--- src/rtl/fp16_pkg.sv ---
// Shared definitions for the 1/8/7 floating-point datapath: field widths,
// special encodings, FSM states and operand classification helpers.
package fp16_pkg;

    localparam int unsigned EXP_W = 8;
    localparam int unsigned MAN_W = 7;
    localparam int unsigned BIAS  = 127;
    localparam int unsigned W     = 1 + EXP_W + MAN_W;
    localparam int unsigned SIG_W = MAN_W + 1;

    localparam logic [EXP_W-1:0] EXP_INF = 8'hFF;
    localparam logic [W-1:0]     QNAN    = 16'hFFFF;

    typedef enum logic [1:0] {
        IDLE = 2'd0,
        MUL  = 2'd1,
        NORM = 2'd2
    } state_t;

    function automatic logic is_nan(input logic [W-1:0] v);
        return (v[W-2:MAN_W] == EXP_INF) && (v[MAN_W-1:0] != '0);
    endfunction

    function automatic logic is_inf(input logic [W-1:0] v);
        return (v[W-2:MAN_W] == EXP_INF) && (v[MAN_W-1:0] == '0);
    endfunction

    // Denormal encodings are treated as zero.
    function automatic logic is_zero(input logic [W-1:0] v);
        return v[W-2:MAN_W] == '0;
    endfunction

endpackage

--- src/rtl/fpmul_seq_if.sv ---
// Start/complete handshake and operand/result bus of the sequential FP multiplier.
interface fpmul_seq_if;

    logic [fp16_pkg::W-1:0] x1;
    logic [fp16_pkg::W-1:0] x2;
    logic                   en;
    logic [fp16_pkg::W-1:0] y;
    logic                   ready;
    logic                   busy;

    modport master (output x1, x2, en, input y, ready, busy);
    modport slave  (input x1, x2, en, output y, ready, busy);

endinterface

--- src/rtl/fpmul_seq_fractional_multiplier.sv ---
// Iterative shift-add multiplier: one multiplier bit per clock, N steps,
// registered one-cycle done pulse once the full 2N-bit product is held.
module fractional_multiplier #(
    parameter int unsigned N = 8
) (
    input  logic           clk,
    input  logic           rst,
    input  logic           start,
    input  logic [N-1:0]   multiplicand,
    input  logic [N-1:0]   multiplier,
    output logic [2*N-1:0] product,
    output logic           done
);

    localparam int unsigned CNT_W = (N > 1) ? $clog2(N) : 1;

    logic [N-1:0]     mcand;
    logic [N-1:0]     hi;
    logic [N-1:0]     lo;
    logic [CNT_W-1:0] count;
    logic             running;
    logic [N:0]       sum_c;

    // Add the multiplicand into the upper half when the current multiplier bit is set.
    always_comb begin
        sum_c = {1'b0, hi} + (lo[0] ? {1'b0, mcand} : (N+1)'(0));
    end

    always_ff @(posedge clk or negedge rst) begin
        if (!rst) begin
            mcand   <= '0;
            hi      <= '0;
            lo      <= '0;
            count   <= '0;
            running <= 1'b0;
            done    <= 1'b0;
        end else begin
            done <= 1'b0;
            if (start) begin
                mcand   <= multiplicand;
                hi      <= '0;
                lo      <= multiplier;
                count   <= '0;
                running <= 1'b1;
            end else if (running) begin
                hi    <= sum_c[N:1];
                lo    <= {sum_c[0], lo[N-1:1]};
                count <= count + CNT_W'(1);
                if (count == CNT_W'(N - 1)) begin
                    running <= 1'b0;
                    done    <= 1'b1;
                end
            end
        end
    end

    assign product = {hi, lo};

endmodule

--- src/rtl/fpmul_seq.sv ---
// Sequential 1/8/7 floating-point multiplier with en/ready handshake, fixed
// 10-edge latency, round-to-nearest-even and flush-to-zero on underflow.
module fpmul_seq
    import fp16_pkg::*;
(
    input  logic        clk,
    input  logic        rst,
    fpmul_seq_if.slave  bus
);

    localparam int unsigned E_W = EXP_W + 2;
    localparam int unsigned P_W = 2 * SIG_W;

    state_t           state;
    logic [W-1:0]     a;
    logic [W-1:0]     b;
    logic [W-1:0]     y_q;
    logic             ready_q;
    logic             busy_q;

    logic             start_c;
    logic             mul_done;
    logic [P_W-1:0]   prod;

    logic             sign_c;
    logic             p_hi_c;
    logic [MAN_W-1:0] mant_c;
    logic             guard_c;
    logic             sticky_c;
    logic             round_up_c;
    logic [MAN_W:0]   mant_r_c;
    logic signed [E_W-1:0] exp_c;
    logic [W-1:0]     result_c;

    assign start_c = (state == IDLE) && bus.en;

    fractional_multiplier #(.N(SIG_W)) u_mul (
        .clk          (clk),
        .rst          (rst),
        .start        (start_c),
        .multiplicand ({1'b1, bus.x1[MAN_W-1:0]}),
        .multiplier   ({1'b1, bus.x2[MAN_W-1:0]}),
        .product      (prod),
        .done         (mul_done)
    );

    // Normalise the 2.14 product, round to nearest-even and resolve special operands.
    always_comb begin
        sign_c   = a[W-1] ^ b[W-1];
        p_hi_c   = prod[P_W-1];
        mant_c   = prod[P_W-3 -: MAN_W];
        guard_c  = prod[P_W-3-MAN_W];
        sticky_c = |prod[P_W-4-MAN_W:0];
        if (p_hi_c) begin
            mant_c   = prod[P_W-2 -: MAN_W];
            guard_c  = prod[P_W-2-MAN_W];
            sticky_c = |prod[P_W-3-MAN_W:0];
        end
        round_up_c = guard_c & (sticky_c | mant_c[0]);
        mant_r_c   = {1'b0, mant_c} + (MAN_W+1)'(round_up_c);
        exp_c      = $signed(E_W'(a[W-2:MAN_W])) + $signed(E_W'(b[W-2:MAN_W]))
                   - $signed(E_W'(BIAS)) + $signed(E_W'(p_hi_c))
                   + $signed(E_W'(mant_r_c[MAN_W]));

        if (is_nan(a) || is_nan(b) || (is_inf(a) && is_zero(b)) || (is_inf(b) && is_zero(a))) begin
            result_c = QNAN;
        end else if (is_inf(a) || is_inf(b)) begin
            result_c = {sign_c, EXP_INF, MAN_W'(0)};
        end else if (is_zero(a) || is_zero(b)) begin
            result_c = {sign_c, (W-1)'(0)};
        end else if (exp_c >= $signed(E_W'(EXP_INF))) begin
            result_c = {sign_c, EXP_INF, MAN_W'(0)};
        end else if (exp_c <= $signed(E_W'(0))) begin
            result_c = {sign_c, (W-1)'(0)};
        end else begin
            result_c = {sign_c, exp_c[EXP_W-1:0], mant_r_c[MAN_W-1:0]};
        end
    end

    always_ff @(posedge clk or negedge rst) begin
        if (!rst) begin
            state   <= IDLE;
            a       <= '0;
            b       <= '0;
            y_q     <= '0;
            ready_q <= 1'b0;
            busy_q  <= 1'b0;
        end else begin
            ready_q <= 1'b0;
            case (state)
                IDLE: begin
                    if (bus.en) begin
                        a      <= bus.x1;
                        b      <= bus.x2;
                        busy_q <= 1'b1;
                        state  <= MUL;
                    end
                end
                MUL: begin
                    if (mul_done) begin
                        state <= NORM;
                    end
                end
                NORM: begin
                    y_q     <= result_c;
                    ready_q <= 1'b1;
                    busy_q  <= 1'b0;
                    state   <= IDLE;
                end
                default: state <= IDLE;
            endcase
        end
    end

    assign bus.y     = y_q;
    assign bus.ready = ready_q;
    assign bus.busy  = busy_q;

endmodule

--- src/flat_wrapper.sv ---
// flat-port wrapper written by rule: the top's interface ports become plain ports
module fpmul_seq_flat import fp16_pkg::*;
  (clk, rst, bus_x1, bus_x2, bus_en, bus_y, bus_ready, bus_busy);
  fpmul_seq_if bus_i ();
  input  logic clk;
  input  logic rst;
  input wire logic [$bits(bus_i.x1)-1:0] bus_x1;
  input wire logic [$bits(bus_i.x2)-1:0] bus_x2;
  input wire logic [$bits(bus_i.en)-1:0] bus_en;
  output wire logic [$bits(bus_i.y)-1:0] bus_y;
  output wire logic [$bits(bus_i.ready)-1:0] bus_ready;
  output wire logic [$bits(bus_i.busy)-1:0] bus_busy;
  assign bus_i.x1 = bus_x1;
  assign bus_i.x2 = bus_x2;
  assign bus_i.en = bus_en;
  assign bus_y = bus_i.y;
  assign bus_ready = bus_i.ready;
  assign bus_busy = bus_i.busy;
  fpmul_seq u_core (.clk(clk), .rst(rst), .bus(bus_i));
endmodule
--- config.mk ---
export PLATFORM = sky130hd
export DESIGN_NAME = fpmul_seq_flat
export DESIGN_NICKNAME = d
export VERILOG_FILES = /design/src/rtl/fp16_pkg.sv /design/src/rtl/fpmul_seq_if.sv /design/src/rtl/fpmul_seq_fractional_multiplier.sv /design/src/rtl/fpmul_seq.sv /design/src/flat_wrapper.sv
export SDC_FILE = /design/constraint.sdc
export NUM_CORES = 1
export LEC_CHECK = 0
export ABC_AREA = 1
export CORE_UTILIZATION = 40
export CTS_BUF_LIST = sky130_fd_sc_hd__clkbuf_8
export DETAILED_ROUTE_END_ITERATION = 10
export PLACE_DENSITY = 0.6
export SLEW_MARGIN = 10
export SYNTH_ARGS = -nofsm -noshare
export SYNTH_HDL_FRONTEND = slang
export SYNTH_SLANG_ARGS = --single-unit
--- constraint.sdc ---
create_clock -name clk -period 9.8 [get_ports clk]
set_clock_uncertainty 0.05 [all_clocks]
set_input_delay 1.96 -clock clk [delete_from_list [all_inputs] [get_ports clk]]
set_output_delay 1.96 -clock clk [all_outputs]
set_load 0.01 [all_outputs]
# [Word level (Yosys, flattened, before mapping)]
# Index checks and enable logic that the tools add are counted.
[classes] magnitude_cmp=2 muxes=27 n_reduce_logical=26 bitwise_logic=3 n_eq_ne=7 n_addsub=7
[op_table] op="15-bit two-way mux" n=4
[op_table] op="8-bit two-way mux" n=5
[op_table] op="10-bit by 2-bit adder with 10-bit output" n=2
[op_table] op="8-bit equality test (second input constant)" n=2
[op_table] op="8-bit logical NOT" n=2
[op_table] op="16-bit two-way mux" n=1
[op_table] op="7-bit logical NOT" n=2
[op_table] op="7-bit nonzero test" n=2
[op_table] op="10-bit by 9-bit greater-or-equal comparator with 1-bit output (second input constant)" n=1
[op_table] op="10-bit by 1-bit less-or-equal comparator with 1-bit output (second input constant)" n=1
[op_table] op="1-bit two-way mux" n=10
[op_table] op="10-bit by 8-bit subtractor with 10-bit output (second input constant)" n=1
[op_table] op="8-bit by 8-bit adder with 9-bit output" n=1
[op_table] op="8-bit by 9-bit adder with 9-bit output" n=1
[op_table] op="7-bit by 1-bit adder with 8-bit output" n=1
[op_table] op="1-bit logical AND" n=7
[op_table] op="7-bit two-way mux" n=1
[op_table] op="7-bit OR reduction" n=1
[op_table] op="3-bit two-way mux" n=2
[op_table] op="2-bit AND reduction" n=3
[op_table] op="6-bit OR reduction" n=1
[op_table] op="1-bit logical OR" n=5
[op_table] op="2-bit two-way mux" n=2
[op_table] op="2-bit != test (second input constant)" n=2
[op_table] op="11 further kinds" n=12
[word_totals] output_inout_bits=18 elab_cells=84 reg_bits=81 inputBits=35

# [Depth between registers and ports, before layout]
[logic_depth] word_depth=12 ltp_mapped=28 ltp_nobuf=27

# [Cells and area by module]
# Synthesis repeated with hierarchy kept, for this count alone.
[hier_totals] hier_cells=626 area_unflattened_um2=4729.5
[modules_own_cells] mod="fpmul_seq" instances=1 seq_area_each_um2=1301.2 area_per_inst_um2=3165.5 cells_per_inst=435
[modules_own_cells] mod="fractional_multiplier" instances=1 seq_area_each_um2=725.7 area_per_inst_um2=1564.0 cells_per_inst=191

# [Worst setup path before layout]
# No wires, ideal clock.
[synth_path] path_kind="register to register" startpoint="register u_core.u_mul.hi[7]" endpoint="register u_core.y_q[5] (netlist: u_core.bus.y[5])" synth_period_minus_slack_ns=3.385 slack_ns=6.415 setup_ns=0.125 stages_incl_launch_ff=28 path_buffers=2 arrival_time_ns=3.210 required_time_ns=9.625 cell_sequence="dfrtp_1 > buf_2 > nand2_1 > o21ai_0 > nor2_1 > nand3_1 > nor2_1 > nand2_1 > nor2_1 > nand2_1 > ha_1 > inv_1 > ha_1 > fa_1 > inv_1 > nor2_1 > nand3_1 > nor2_1 > nand2_1 > nand2_1 > nand2_1 > inv_1 > nor2_1 > nand3_2 > and2_4 > buf_6 > nand3_1 > a21oi_1"
[synth_between] elab_chain_len=11 word_cells_on_any_way=15 classes_between="add/sub (3); order compare (2); mux (8); bitwise (2)"
[synth_rtl] item="start, declared" line_no="fpmul_seq_fractional_multiplier.sv:18" rtl="logic [N-1:0] hi;"
[synth_rtl] item="start signal, assigned" line_no="fpmul_seq_fractional_multiplier.sv:46" rtl="hi <= sum_c[N:1];"
[synth_rtl] item="1-bit two-way mux or 7-bit two-way mux (tied branches)" line_no="fpmul_seq.sv:54" rtl="if (p_hi_c) begin"
[synth_rtl] item="1-bit bitwise OR" line_no="fpmul_seq.sv:59" rtl="round_up_c = guard_c & (sticky_c | mant_c[0]);"
[synth_rtl] item="1-bit bitwise AND" line_no="fpmul_seq.sv:59"
[synth_rtl] item="7-bit by 1-bit adder with 8-bit output" line_no="fpmul_seq.sv:60" rtl="mant_r_c = {1'b0, mant_c} + (MAN_W+1)'(round_up_c);"
[synth_rtl] item="10-bit by 2-bit adder with 10-bit output" line_no="fpmul_seq.sv:63" rtl="+ $signed(E_W'(mant_r_c[MAN_W]));"
[synth_rtl] item="10-bit by 1-bit less-or-equal comparator with 1-bit output" line_no="fpmul_seq.sv:73" rtl="end else if (exp_c <= $signed(E_W'(0))) begin"
[synth_rtl] item="15-bit two-way mux" line_no="fpmul_seq.sv:73"
[synth_rtl] item="15-bit two-way mux *" line_no="fpmul_seq.sv:71" rtl="end else if (exp_c >= $signed(E_W'(EXP_INF))) begin"
[synth_rtl] item="15-bit two-way mux *" line_no="fpmul_seq.sv:69" rtl="end else if (is_zero(a) || is_zero(b)) begin"
[synth_rtl] item="15-bit two-way mux *" line_no="fpmul_seq.sv:67" rtl="end else if (is_inf(a) || is_inf(b)) begin"
[synth_rtl] item="16-bit two-way mux *" line_no="fpmul_seq.sv:65" rtl="if (is_nan(a) || is_nan(b) || (is_inf(a) && is_zero(b)) || (is_inf(b) && is_zero(a))) begin"
[synth_rtl] item="end signal, assigned" line_no="fpmul_seq.sv:105" rtl="y_q <= result_c;"
[synth_rtl] item="end, declared" line_no="fpmul_seq.sv:17" rtl="logic [W-1:0] y_q;"
# Every way passes the cells marked *; elsewhere a longest branch is shown, timed or not.
# A chain may end at the register's enable or synchronous reset.

# [Final worst setup path]
[layout_path] startpoint="input port bus_en" endpoint="register u_core.u_mul.lo[7]"
[layout_between] elab_chain_len=2 word_cells_on_any_way=3 classes_between="mux (1); reduce/logical (2)"
[layout_rtl] item="start, declared" line_no="flat_wrapper.sv:9" rtl="input wire logic [$bits(bus_i.en)-1:0] bus_en;"
[layout_rtl] item="1-bit logical AND *" line_no="fpmul_seq.sv:35" rtl="assign start_c = (state == IDLE) && bus.en;"
[layout_rtl] item="8-bit two-way mux or 2-bit nonzero test (tied branches)"
[layout_rtl] item="end signal, assigned" line_no="fpmul_seq_fractional_multiplier.sv:42" rtl="lo <= multiplier;"
[layout_rtl] item="end signal, assigned" line_no="fpmul_seq_fractional_multiplier.sv:47" rtl="lo <= {sum_c[0], lo[N-1:1]};"
[layout_rtl] item="end, declared" line_no="fpmul_seq_fractional_multiplier.sv:19" rtl="logic [N-1:0] lo;"
# Marked as above.

==> key figures <==
Layout
  • Post-route cell area: 5290 um^2
  • Fillers: 1,118
  • Layout Nets: 714
  • ANT cells: 0
  • Area growth syn-to-layout: 18.1%
  • Most common cell after layout, fill and taps aside: nand2_1
  • Most frequent cells in the layout: nand2_1 (198), inv_1 (77), dfrtp_1 (74), clkdlybuf4s50_1 (51), nor2_1 (47)
  • Layout Cells excl Fill: 796
  • Share of layout cells above drive strength 1: 0.0625

STA
  • Final Hold Vio Count: 0
  • Fin Setup TNS: 0 ns
  • # setup viols final: 0
  • Pins over their slew limit: 0
  • Max Fclk: 208 MHz
  • Fin crit share: 0.490
  • Final worst slack: 5.00 ns
  • Max-slew headroom: 0.238
  • RSZ-0062 raised after global routing: no
  • Minimum clock period: 4.80 ns
  • Worst Max-Slew Pin Slew: 1.14 ns

CTS
  • Root Driver: clkbuf_8
  • CTS H-tree lvls: 3
  • TritonCTS clock tree: built
  • Clock latency on the worst-skew pair: 0.35 ns
  • Post_cts resized: 0
  • Reg clk slew, reported paths: 0.08 ns
  • # clock sinks: 74
  • Setup Fix Bufs, Post-CTS: 0
  • Hold Buf Count CTS: 0
  • Inserted Clock Buffers: 9
  • Clk buf depth: 2

Worst setup path
  • CP Max Fanout: 34
  • CP Launch Type: input pin
  • Worst Reg-to-Reg Cells: 24
  • CP Buf/Inv Count: 4
  • Setup slack, reg-to-reg: 5.85 ns
  • Max stage delay on crit path: 0.70 ns
  • Critical Path RT: 9.96 ns
  • Crit path depth: 8
  • CP endpoint kind: flip-flop
  • Critical Path Sink: u_core.u_mul.lo[7]
  • Reg2reg start: u_core.u_mul.hi[7]
  • CP most frequent cell: nor2_1
  • Top delay family on crit path: buffers and inverters
  • Critical Path Start: bus_en
  • R2r endpoint: u_core.bus.y[1]
  • Worst Setup Path Type: in2reg
  • WP data arrival: 4.96 ns
  • Slowest-stage cell, CP: nand2_1
  • Crit-path cells: clkdlybuf4s50_1 -> nand2_1 -> clkinv_1 -> buf_4 -> nor2_1 -> inv_1 -> nor2_1 -> a21oi_1

Synthesis
  • Mapped Cells: 603
  • Sequential area share after synthesis: 0.414
  • Syn_nets: 665
  • Synthesized flop and latch total: 74
  • Synth top area cells: dfrtp_1 (41%), nand2_1 (17%), ha_1 (6.7%)
  • Mapped cell area: 4480 um^2
  • Ys Warns: 0
  • Mapped Avg Cell Area: 7.42 um^2
  • Share of the synthesized area in the top cell type: 0.414
  • Leading area contributor after synthesis: dfrtp_1
  • Synth unique cells: 38

Detailed routing
  • Routed via count: 3,920
  • Routed WL: 10,000 um
  • DRC Markers: 0
  • TritonRoute pass-1 iters: 4
  • WL per Instance: 12.6 um
  • DR iter-0 viols: 118
  • Vias per cell: 4.92
  • Post-route ant nets: 0

Place
  • GP Congestion: 0.817
  • Post-Place Cells: 781
  • Dpl hpwl: 7700 um
  • Number of I/O port buffers: 52
  • Dpl ws: 4.62 ns
  • Placed Instance Area: 5100 um^2

Min path
  • Min-delay src: u_core.u_mul.done
  • Worst min path class: reg2reg

Power and ir drop
  • P_leak: 2.74 nW
  • PwrDens: 378 nW/um^2
  • IR drop worst, VDD: 0.123 mV

GRT
  • Tot GR Track Use: 0.194
  • First-pass GRT wire length: 17,700 um
  • Largest net degree at the start of global routing: 75
  • Gr ovfl total: 0
  • Initial antenna violation count: 0
  • Number of global-route vias before repair: 3,772

Floorplanning
  • Core area: 10,900 um^2
  • Chip width: 108 um
  • Die area: 11,600 um^2
  • Initial core utilization: 0.411
  • Die Span Y: 108 um
  • Top Ports: 53
  • Row count: 38

Flow run
  • Max_cap viols: 0

Status
  • Status: finished, final reports clean
cells in the mapped netlist (all sizes together):
library cell,number
nand2,209
inv,77
dfrtp,74
nor2,50
nand3,45
o21ai,29
a21oi,27
ha,24
clkbuf,12
nand4,7
nor4,7
o221ai,6
buf,4
nor3,4
o22ai,4
fa,3
nand3b,3
or2,3
xor2,3
a22o,2
and2,2
xnor2,2
a211oi,1
a21o,1
a22oi,1
a31o,1
a31oi,1
clkinv,1
cells by family (layout without fill, tap and decap cells):
family / Yosys count / in the layout / synth area share
xor gates and xnor gates: 5 / 5 / 0.00978
adders and majority gates: 27 / 27 / 0.0805
AOI/OAI and AO/OA: 73 / 73 / 0.0947
buffers and inverters: 94 / 147 / 0.0827
DFF: 74 / 74 / 0.414
and+or+nand+nor: 330 / 330 / 0.319
state kept, by name, summed over array words and instances, names as in the netlist:
register,flops
u_core.u_mul.hi,8
u_core.u_mul.done,1
u_core.bus.y,16
u_core.b,16
u_core.u_mul.lo,8
u_core.bus.busy,1
u_core.bus.ready,1
u_core.u_mul.running,1
u_core.u_mul.mcand,8
u_core.a,9
u_core.u_mul.count,3
u_core.state,2
final cells by class:
type                       count  area [um^2]  area share
multi-input combinational    435         2250       0.426
sequential                    74         1850       0.350
timing repair buffer          54          531       0.100
inverter                      78          293      0.0554
tap                          140          175      0.0331
clock buffer                   9          124      0.0234
clock inverter                 6         60.1      0.0114
power breakdown:
part / total [W] / switching [W] / leakage (nW) / internal (W)
sequential: 0.000552 / 0.000112 / 0.923 / 0.000440
combinational: 0.00121 / 0.000743 / 1.72 / 0.000471
clock: 0.000230 / 0.000115 / 0.0963 / 0.000115
metrics by stage:
step                hold WS [ns]  total power, W   util
floorplan                  0.385         0.00150      -
global placement           0.401         0.00175  0.469
detailed placement         0.405         0.00177  0.469
CTS                        0.416         0.00201  0.486
global route               0.446         0.00224  0.486
finish                     0.419         0.00200  0.486
worst min-delay path by stage:
stage	slack [ns]	endpoint	cells after the start
detailed placement	0.40	u_core.state[0]	1
finish	0.42	u_core.state[0]	1
CTS	0.42	u_core.state[0]	1
floorplan	0.39	u_core.state[0]	1
global route	0.45	u_core.u_mul.mcand[7]	1
global placement	0.40	u_core.state[0]	1
per-layer routing:
layer / vias up / routed length (um) / global-route usage
li1: 2032 / - / -
met1: 1796 / 5120 / 0.278
met2: 78 / 4410 / 0.292
met3: 14 / 326 / 0.0266
met4: 0 / 183 / 0.0793
met5: - / 0 / 0
Power figures use the tool's default switching activity.
